$ cat config.mk
export PLATFORM = sky130hd
export DESIGN_NAME = output_drain_scheduler
export DESIGN_NICKNAME = d
export VERILOG_FILES = /design/src/rtl/output_drain_scheduler_pkg.sv /design/src/rtl/output_drain_scheduler_credit.sv /design/src/rtl/output_drain_scheduler.sv
export SDC_FILE = /design/constraint.sdc
export NUM_CORES = 1
export LEC_CHECK = 0
export BUFFER_PORTS_ARGS = -buffer_cell sky130_fd_sc_hd__buf_2
export CORE_AREA = 4 4 122 124
export DETAILED_ROUTE_END_ITERATION = 12
export DIE_AREA = 0 0 126 128
export SYNTH_ARGS = -nofsm -noshare
export SYNTH_HDL_FRONTEND = slang
export SYNTH_SLANG_ARGS = --single-unit
export TNS_END_PERCENT = 30
$ cat constraint.sdc
create_clock -name clk -period 3.16 [get_ports clk]
set_clock_uncertainty 0.2 [all_clocks]
set_input_delay 0.474 -clock clk [delete_from_list [all_inputs] [get_ports clk]]
set_output_delay 0.474 -clock clk [all_outputs]
set_load 0.01 [all_outputs]
$ cat src/rtl/output_drain_scheduler_pkg.sv
// Shared types for the output drain scheduler: FSM state encoding, lane count
// and small helpers used by the top and the credit counter.
package output_drain_scheduler_pkg;

    typedef logic signed [31:0] int32_t;

    typedef enum logic [1:0] {
        IDLE       = 2'd0,
        DRAIN      = 2'd1,
        WAIT_EMPTY = 2'd2,
        DONE       = 2'd3
    } drain_state_t;

    localparam int DRAIN_LANES = 4;

    // Contiguous valid mask starting at lane 0 for a group of 'lanes' columns.
    function automatic logic [3:0] lane_mask(input logic [2:0] lanes);
        logic [3:0] m;
        for (int i = 0; i < DRAIN_LANES; i++) begin
            m[i] = (3'(i) < lanes);
        end
        return m;
    endfunction

    function automatic logic [2:0] credit_sat(input logic [3:0] sum, input logic [3:0] depth);
        return (sum > depth) ? depth[2:0] : sum[2:0];
    endfunction

endpackage

$ cat src/rtl/output_drain_scheduler_credit.sv
// Free-entry credit counter for the 4-entry output buffer: issue permission,
// same-cycle issue/consume update and saturation on a spurious consume.
module drain_credit_counter
    import output_drain_scheduler_pkg::*;
#(
    parameter int BUF_DEPTH = 4
) (
    input  logic       clk,
    input  logic       reset,
    input  logic       i_issue,
    input  logic [2:0] i_lanes,
    input  logic       i_consume,
    input  logic       i_wr_pending,
    output logic [2:0] o_credits,
    output logic [2:0] o_credits_next,
    output logic       o_can_issue
);

    localparam logic [2:0] DEPTH3 = 3'(BUF_DEPTH);
    localparam logic [3:0] DEPTH4 = 4'(BUF_DEPTH);

    logic [2:0] r_credits;
    logic [3:0] w_sum;
    logic [2:0] w_next;

    // Four bits so a consume at full credit is visible before saturating.
    always_comb begin
        w_sum = {1'b0, r_credits} + {3'b000, i_consume};
        if (i_issue) begin
            w_sum = w_sum - {1'b0, i_lanes};
        end
        w_next = credit_sat(w_sum, DEPTH4);
    end

    always_ff @(posedge clk) begin
        if (reset) begin
            r_credits <= DEPTH3;
        end else begin
            r_credits <= w_next;
        end
    end

`ifndef SYNTHESIS
    always_ff @(posedge clk) begin
        if (!reset && i_consume && (r_credits == DEPTH3) && !i_wr_pending) begin
            $error("drain_credit_counter: consume with all credits free");
        end
    end
`endif

    assign o_credits      = r_credits;
    assign o_credits_next = w_next;
    assign o_can_issue    = (r_credits >= i_lanes);

endmodule

$ cat src/rtl/output_drain_scheduler.sv
// Drains one rows x cols accumulator tile into the 4-port output buffer in
// raster order, up to 4 columns per cycle, gated by buffer credits.
module output_drain_scheduler
    import output_drain_scheduler_pkg::*;
#(
    parameter int MAX_N     = 16,
    parameter int N_BITS    = $clog2(MAX_N),
    parameter int BUF_DEPTH = 4
) (
    input  logic                  clk,
    input  logic                  reset,
    input  logic                  start,
    input  logic [N_BITS:0]       tile_rows,
    input  logic [N_BITS:0]       tile_cols,
    output logic                  busy,
    output logic                  done,
    output logic                  acc_rd_en,
    output logic [N_BITS-1:0]     acc_rd_row,
    output logic [N_BITS-1:0]     acc_rd_col_base,
    input  logic [4*32-1:0]       acc_rd_data,
    output logic [3:0]            buf_in_valid,
    output logic [4*32-1:0]       buf_in_output,
    output logic [4*N_BITS-1:0]   buf_in_row,
    output logic [4*N_BITS-1:0]   buf_in_col,
    input  logic                  buf_consume
);

    localparam int              NW     = N_BITS + 1;
    localparam logic [NW-1:0]   STEP   = NW'(DRAIN_LANES);
    localparam logic [2:0]      DEPTH3 = 3'(BUF_DEPTH);

    drain_state_t      r_state;
    drain_state_t      w_state_next;
    logic [NW-1:0]     r_rows;
    logic [NW-1:0]     r_cols;
    logic [N_BITS-1:0] r_row;
    logic [N_BITS-1:0] r_col_base;
    logic [3:0]        r_wr_mask;
    logic [N_BITS-1:0] r_wr_row;
    logic [N_BITS-1:0] r_wr_col;

    logic [NW-1:0]     w_remain;
    logic [NW-1:0]     w_col_next;
    logic [2:0]        w_lanes;
    logic              w_row_end;
    logic              w_last_row;
    logic              w_last_group;
    logic              w_issue;
    logic              w_can_issue;
    logic              w_wr_pending;
    logic [2:0]        w_credits;
    logic [2:0]        w_credits_next;

    // Column arithmetic is one bit wider than the index so col_base + 4 at
    // MAX_N does not wrap back to a small value.
    assign w_remain     = r_cols - {1'b0, r_col_base};
    assign w_lanes      = (w_remain >= STEP) ? 3'd4 : w_remain[2:0];
    assign w_col_next   = {1'b0, r_col_base} + STEP;
    assign w_row_end    = (w_col_next >= r_cols);
    assign w_last_row   = (({1'b0, r_row} + NW'(1)) == r_rows);
    assign w_last_group = w_row_end && w_last_row;
    assign w_issue      = (r_state == DRAIN) && w_can_issue;
    assign w_wr_pending = |r_wr_mask;

    drain_credit_counter #(
        .BUF_DEPTH (BUF_DEPTH)
    ) u_credit (
        .clk            (clk),
        .reset          (reset),
        .i_issue        (w_issue),
        .i_lanes        (w_lanes),
        .i_consume      (buf_consume),
        .i_wr_pending   (w_wr_pending),
        .o_credits      (w_credits),
        .o_credits_next (w_credits_next),
        .o_can_issue    (w_can_issue)
    );

    always_ff @(posedge clk) begin
        if (reset) begin
            r_state <= IDLE;
        end else begin
            r_state <= w_state_next;
        end
    end

    // WAIT_EMPTY looks at next-cycle credits so the final consume and the
    // exit to DONE land in the same cycle.
    always_comb begin
        w_state_next = r_state;
        case (r_state)
            IDLE: begin
                if (start) begin
                    if ((tile_rows != '0) && (tile_cols != '0)) begin
                        w_state_next = DRAIN;
                    end else begin
                        w_state_next = DONE;
                    end
                end
            end
            DRAIN: begin
                if (w_issue && w_last_group) begin
                    w_state_next = WAIT_EMPTY;
                end
            end
            WAIT_EMPTY: begin
                if (!w_wr_pending && (w_credits_next == DEPTH3)) begin
                    w_state_next = DONE;
                end
            end
            DONE: begin
                w_state_next = IDLE;
            end
            default: begin
                w_state_next = IDLE;
            end
        endcase
    end

    always_comb begin
        busy            = (r_state != IDLE);
        done            = (r_state == DONE);
        acc_rd_en       = w_issue;
        acc_rd_row      = r_row;
        acc_rd_col_base = r_col_base;
        buf_in_valid    = r_wr_mask;
        buf_in_output   = acc_rd_data;
        buf_in_row      = '0;
        buf_in_col      = '0;
        for (int i = 0; i < DRAIN_LANES; i++) begin
            if (r_wr_mask[i]) begin
                buf_in_row[i*N_BITS +: N_BITS] = r_wr_row;
                buf_in_col[i*N_BITS +: N_BITS] = r_wr_col + N_BITS'(i);
            end
        end
    end

    always_ff @(posedge clk) begin
        if ((r_state == IDLE) && start) begin
            r_rows <= tile_rows;
            r_cols <= tile_cols;
        end
    end

    always_ff @(posedge clk) begin
        if (reset) begin
            r_row      <= '0;
            r_col_base <= '0;
        end else if ((r_state == IDLE) && start) begin
            r_row      <= '0;
            r_col_base <= '0;
        end else if (w_issue) begin
            if (w_row_end) begin
                r_col_base <= '0;
                r_row      <= r_row + N_BITS'(1);
            end else begin
                r_col_base <= w_col_next[N_BITS-1:0];
            end
        end
    end

    // Write stage: read data arrives one cycle after issue, so the address
    // and lane mask are delayed by one register to line up with it.
    always_ff @(posedge clk) begin
        if (reset) begin
            r_wr_mask <= '0;
        end else begin
            r_wr_mask <= w_issue ? lane_mask(w_lanes) : 4'b0000;
        end
    end

    always_ff @(posedge clk) begin
        if (w_issue) begin
            r_wr_row <= r_row;
            r_wr_col <= r_col_base;
        end
    end

endmodule

# ---- After elaboration in Yosys (flattened, before gate mapping)
# Index checks and enable logic that the tools add are counted.
# W data, S select, Z words.
dict set report word_totals {
  ff_bits 35
  latch_bits 0
  mem_bits_rw 0
  romBits 0
  inputBits 142
  n_memories 0
}
dict set report classes {
  add_sub_neg 9
  n_mul 0
  div 0
  magnitude_cmp 8
  n_eq_ne 8
  n_shift 0
  n_mux 17
  bitwise_logic 1
  reduce_logical 16
}
# op count
set op_table {}
lappend op_table {{$mux W4} 10}
lappend op_table {{$reduce_bool A5 Y1} 2}
lappend op_table {{$add A4 B1 Y4 const B} 2}
lappend op_table {{$add A4 B2 Y4 const B} 2}
lappend op_table {{$mux W2} 4}
lappend op_table {{$pmux W2 S4} 1}
lappend op_table {{$logic_and A1 B1 Y1} 6}
lappend op_table {{$lt A1 B3 Y1 const A} 2}
lappend op_table {{$lt A2 B3 Y1 const A} 2}
lappend op_table {{$mux W3} 2}
lappend op_table {{$add A4 B1 Y5 const B} 1}
lappend op_table {{$add A4 B3 Y5 const B} 1}
lappend op_table {{$eq A5 B5 Y1} 1}
lappend op_table {{$ge A5 B3 Y1 const B} 1}
lappend op_table {{$ge A5 B5 Y1} 1}
lappend op_table {{$sub A5 B4 Y5} 1}
lappend op_table {{$add A3 B1 Y4} 1}
lappend op_table {{$eq A2 B2 Y1 const B} 2}
lappend op_table {{$gt A4 B3 Y1 const B} 1}
lappend op_table {{$ne A2 B2 Y1 const B} 2}
lappend op_table {{$reduce_or A2 Y1} 2}
lappend op_table {{$reduce_or A4 Y1} 1}
lappend op_table {{$sub A4 B3 Y4} 1}
lappend op_table {{$eq A3 B3 Y1 const B} 1}
lappend op_table {{other kinds (9)} 9}

# ---- Longest topological paths before layout
dict set report depth {
  depth_word 12
  ltp_mapped 15
  ltp_nobuf 15
}

# ---- Modules after synthesis
# Synthesis repeated with hierarchy kept, for this count alone.
dict set report unflattened {
  cells_unflattened 328
  hier_area_um2 2986.6
}
# module instances cells_each area_each_um2 seq_area_each_um2
set by_module_without_submodules {}
lappend by_module_without_submodules {output_drain_scheduler 1 290 2652.5 720.7}
lappend by_module_without_submodules {drain_credit_counter 1 38 334.1 60.1}

# ---- Worst setup path before layout
# OpenSTA, ideal clock, no wires.
dict set report synth_path {
  path_type {register to register}
  startpoint {register r_col_base[2] (netlist: acc_rd_col_base[2])}
  endpoint {register r_state[1]}
  setup_ps 121
  arrival_ps 3271
  required_ps 2839
  setup_slack_ps -432
  stages_incl_launch_ff 15
  path_cell_list {dfxtp_1 inv_1 ha_1 o21ai_0 a221oi_1 a21oi_1 and2_1 ha_1 nand2b_4 a211oi_4 or2_1 buf_4 o211ai_1 a221o_1 mux2_4}
}
dict set report synth_between {
  elab_chain_len 12
  word_cells_on_any_way 18
  classes_between {add/sub (3); order compare (4); eq/ne (3); mux (3); reduce/logical (5)}
}
# item line
set synth_rtl {}
lappend synth_rtl {{start, declared} output_drain_scheduler.sv:37} ;# logic [N_BITS-1:0] r_col_base;
lappend synth_rtl {{start signal, assigned} output_drain_scheduler.sv:157} ;# r_col_base <= w_col_next[N_BITS-1:0];
lappend synth_rtl {{branches (longest 11 deep; another with $sub A5 B4 Y5)} --}
lappend synth_rtl {{$reduce_and A3 Y1 (no line) *} --}
lappend synth_rtl {{end signal, assigned} output_drain_scheduler.sv:83} ;# r_state <= w_state_next;
lappend synth_rtl {{end, declared} output_drain_scheduler.sv:32} ;# drain_state_t r_state;
# Every way passes the cells marked *.
# A chain may end at the register's enable or synchronous reset.

# ---- Worst setup path after layout
dict set report layout_path {
  startpoint {register r_cols[2]}
  endpoint {register r_state[1]}
}
dict set report layout_between {
  elab_chain_len 12
  word_cells_on_any_way 17
  classes_between {add/sub (2); order compare (4); eq/ne (3); mux (3); reduce/logical (5)}
}
# item line
set layout_rtl {}
lappend layout_rtl {{start, declared} output_drain_scheduler.sv:35} ;# logic [NW-1:0] r_cols;
lappend layout_rtl {{start signal, assigned} output_drain_scheduler.sv:141} ;# r_cols <= tile_cols;
lappend layout_rtl {{branches (longest 11 deep; another with $sub A5 B4 Y5)} --}
lappend layout_rtl {{$reduce_and A3 Y1 (no line) *} --}
# Marks and branches as above.

==> results_dict.tcl <==
set metrics [dict create \
    synth_top_area_share_pct 35.46 \
    ios 317 \
    synth-adder-area-share_pct 9.822 \
    synth_xor_xnor_area_share_pct 3.955 \
    async_reset_ff_share_pct 0 \
    root_buffer "clkbuf_16" \
    diodes 0 \
    period_minus_slack_ns 3.292 \
    slowest_delay_ns 0.40 \
    drtAntennaViolNets 0 \
    die_w_um 126 \
    grtUsageMet3_pct 15.08 \
    fillers 1531 \
    grt_max_degree 12 \
    crit_type "flip-flop to flip-flop" \
    drc 0 \
    wl_per_cell_um 23.51 \
    status "complete, but fails checks" \
    busiest_layer "met2" \
    crit_buf_inv 2 \
    dp_hpwl_um 8946 \
    clock_sinks 31 \
    start_util_pct 20.90 \
    synth_ff_type "edfxtp_1" \
    portBuffers 54 \
    hold_viol 0 \
    setup.worst_path.start_class "flip-flop" \
    grt_pass1_wl_um 13010 \
    violations "setup timing" \
    antenna_found_initial 0 \
    core_mm2 0.01377 \
    placed_cell_area_mm2 0.002469 \
    dr_total_vias 1771 \
    dp.cells 424 \
    dieArea_mm2 0.01613 \
    netlist-cell-type-count 46 \
    rows 43 \
    cp_data_required_time_ns 3.12 \
    ys_seq_area_share_pct 27.12 \
    die_h_um 128 \
    leakagePower_nw 1.218 \
    syn-cell-area_mm2 0.002879 \
    wirelength_um 10270 \
    synth.area.top_cells "buf_4 (35%), edfxtp_1 (17%), dfxtp_1 (10%)" \
    dr.pass1.iters 4 \
    rsz0062_at_grt "yes" \
    grt_pass1_vias 1721 \
    grt_usage_pct 11.45 \
    critical_path_arrival_ns 3.25 \
    synth.top_cells.by_count "buf_4 (136), and2_1 (26), ha_1 (21)" \
    relSlewSlack_pct 65.92 \
    report.final.slew_viol_count 0 \
    synth_largest_area_cell "buf_4" \
    place.gp.congestion 0.7779 \
    syn2layout_area_growth_pct -4.520 \
    clock.fmax_mhz 303.8 \
    max_cap_violations 0 \
    tightest_slew_ns 0.5099 \
    cp_slowest_cell "edfxtp_1" \
    nets 420 \
    cp_max_fo 4 \
    routed_via_density 4.053 \
    period_share_pct 104.2 \
    total_power_w 0.002153 \
    yosys_warnings 0 \
    grt_util_met1_pct 7.415 \
    globalRoute.totalOverflow 0 \
    htree_levels 2 \
    worst_slack_ns -0.1318 \
    syn_inst 314 \
    clkTransAtPathRegs_ns 0.05 \
    min_path_type "input port to flip-flop" \
    endpoint_kind "flip-flop" \
    yosys.area_share.simple_pct 14.30 \
    synth_edf_count 16 \
    drt_iter0_markers 30 \
    cts_tree "yes" \
    cts_buffers 5 \
    synth_top_family_by_area "buffers and inverters" \
    critical-path-top-delay-family "compound AO/OA/AOI/OAI gates" \
    synth.most_common_cell "buf_4" \
    synth_compound_area_share_pct 5.780 \
    cellPowerDensity_mw_per_mm2 783.3 \
    path_cells "inv_2, ha_4, o21ai_2, a221oi_2, a21oi_2, and2_4, ha_2, inv_1, fa_2, xnor2_2, nand3_2, o211ai_1, a221o_1, mux2_4" \
    utilization_pct 19.96 \
    cts_buffer_depth 2 \
    vdd.ir_drop.worst_mv 0.5600 \
    met2_usage_pct 18.69 \
    setup_viol 3 \
    synth_seq_cells 31 \
    synthMuxAreaShare_pct 1.217 \
    layoutNonFillerInstCount 437 \
    layout-drive-gt1-share_pct 40.08 \
    post-place-ws_ns -0.09383 \
    clk-insertion-delay-late_ns 0.27 \
    syn_area_per_cell_um2 9.169 \
    ctsHoldBuffers 0 \
    postLayoutCellArea_mm2 0.002749 \
]
==> report_power, final <==
| part | internal [W] | switching [W] |
|---|---|---|
| Combinational | 0.000448 | 0.000506 |
| Clock | 0.000391 | 0.000161 |
| Sequential | 0.000543 | 0.000105 |
| Total | 0.00138 | 0.000771 |
==> worst register-to-register path: stages (launching register included) <==
cell	delay, ns
edfxtp_1	0.40
inv_2	0.09
ha_4	0.20
o21ai_2	0.14
a221oi_2	0.08
a21oi_2	0.19
and2_4	0.19
ha_2	0.17
inv_1	0.05
fa_2	0.35
xnor2_2	0.21
nand3_2	0.13
o211ai_1	0.23
a221o_1	0.24
mux2_4	0.31
==> placed cells by master, fill, tap and decap left out, types with 2 or more instances in the layout <==
cell / instances
ha_4: 3
o21ai_2: 2
mux2i_1: 2
buf_4: 12
xor2_1: 5
buf_6: 3
nand2b_1: 4
a31oi_1: 2
clkbuf_16: 5
nor2_1: 13
ha_1: 17
a211oi_2: 2
or2_1: 2
a21oi_2: 2
dfxtp_1: 13
edfxtp_1: 16
buf_2: 53
or4_1: 2
nand2_1: 4
xnor2_1: 7
nand3_1: 5
inv_2: 3
and2_1: 25
conb_1: 7
inv_1: 11
a21oi_1: 4
==> cell type report <==
type,instances,area [µm²],area share [%]
Multi-Input combinational cell,136,1122,40.83
Clock inverter,2,35.03,1.274
Inverter,14,52.55,1.912
Clock buffer,6,138.9,5.052
Timing Repair Buffer,68,389.1,14.16
Tap cell,180,225.2,8.193
Sequential cell,31,785.8,28.58
==> flip-flops by register name, indices dropped and copies added (netlist names) <==
| signal | flops |
|---|---|
| r_wr_row | 4 |
| acc_rd_row | 4 |
| buf_in_valid | 4 |
| acc_rd_col_base | 2 |
| r_cols | 5 |
| u_credit.o_credits | 3 |
| r_rows | 5 |
| r_state | 2 |
| r_wr_col | 2 |
==> per-stage QoR <==
stage / hold WS, ns / TNS [ns]
3_3_place_gp: 0.3406 / -0.03680
2_1_floorplan: 0.2784 / -0.06898
6_report: 0.1867 / -0.2771
3_5_place_dp: 0.3402 / -0.1122
5_1_grt: 0.1908 / -0.6750
4_1_cts: 0.1821 / -0.1381
==> metal layers <==
layer | up-vias | wire length (µm) | share of wire (%)
met4 | 4 | 136 | 1.3
met1 | 781 | 2266 | 22
li1 | 773 | - | -
met2 | 197 | 4927 | 48
met3 | 16 | 2796 | 27
met5 | - | 146 | 1.4
==> path summary, 6_finish.rpt <==
check	start	to	slack, ns	cells past startpoint
setup reg to reg	r_cols[2]	r_state[1]	-0.13	14
setup / recovery	r_cols[2]	r_state[1]	-0.13	14
hold reg to reg	acc_rd_row[1]	r_wr_row[1]	0.35	0
hold / removal	tile_cols[4]	r_cols[4]	0.19	1
==> timing repair <==
item / 4_1_cts / 5_1_grt
setup endpoints to repair: 3 / 4
pin swaps: 10 / 2
resized for setup: 7 / 8
setup buffers: 5 / 0
==> cell families after synthesis <==
logic type | Yosys count
AND/OR/NAND/NOR | 68
flip-flops | 31
other | 1
multiplexers | 3
buffers and inverters | 153
XOR/XNOR | 13
adder cells (fa/ha/maj) | 22
AO/OA/AOI/OAI | 23
No activity file was read; power rests on OpenSTA's default activity.
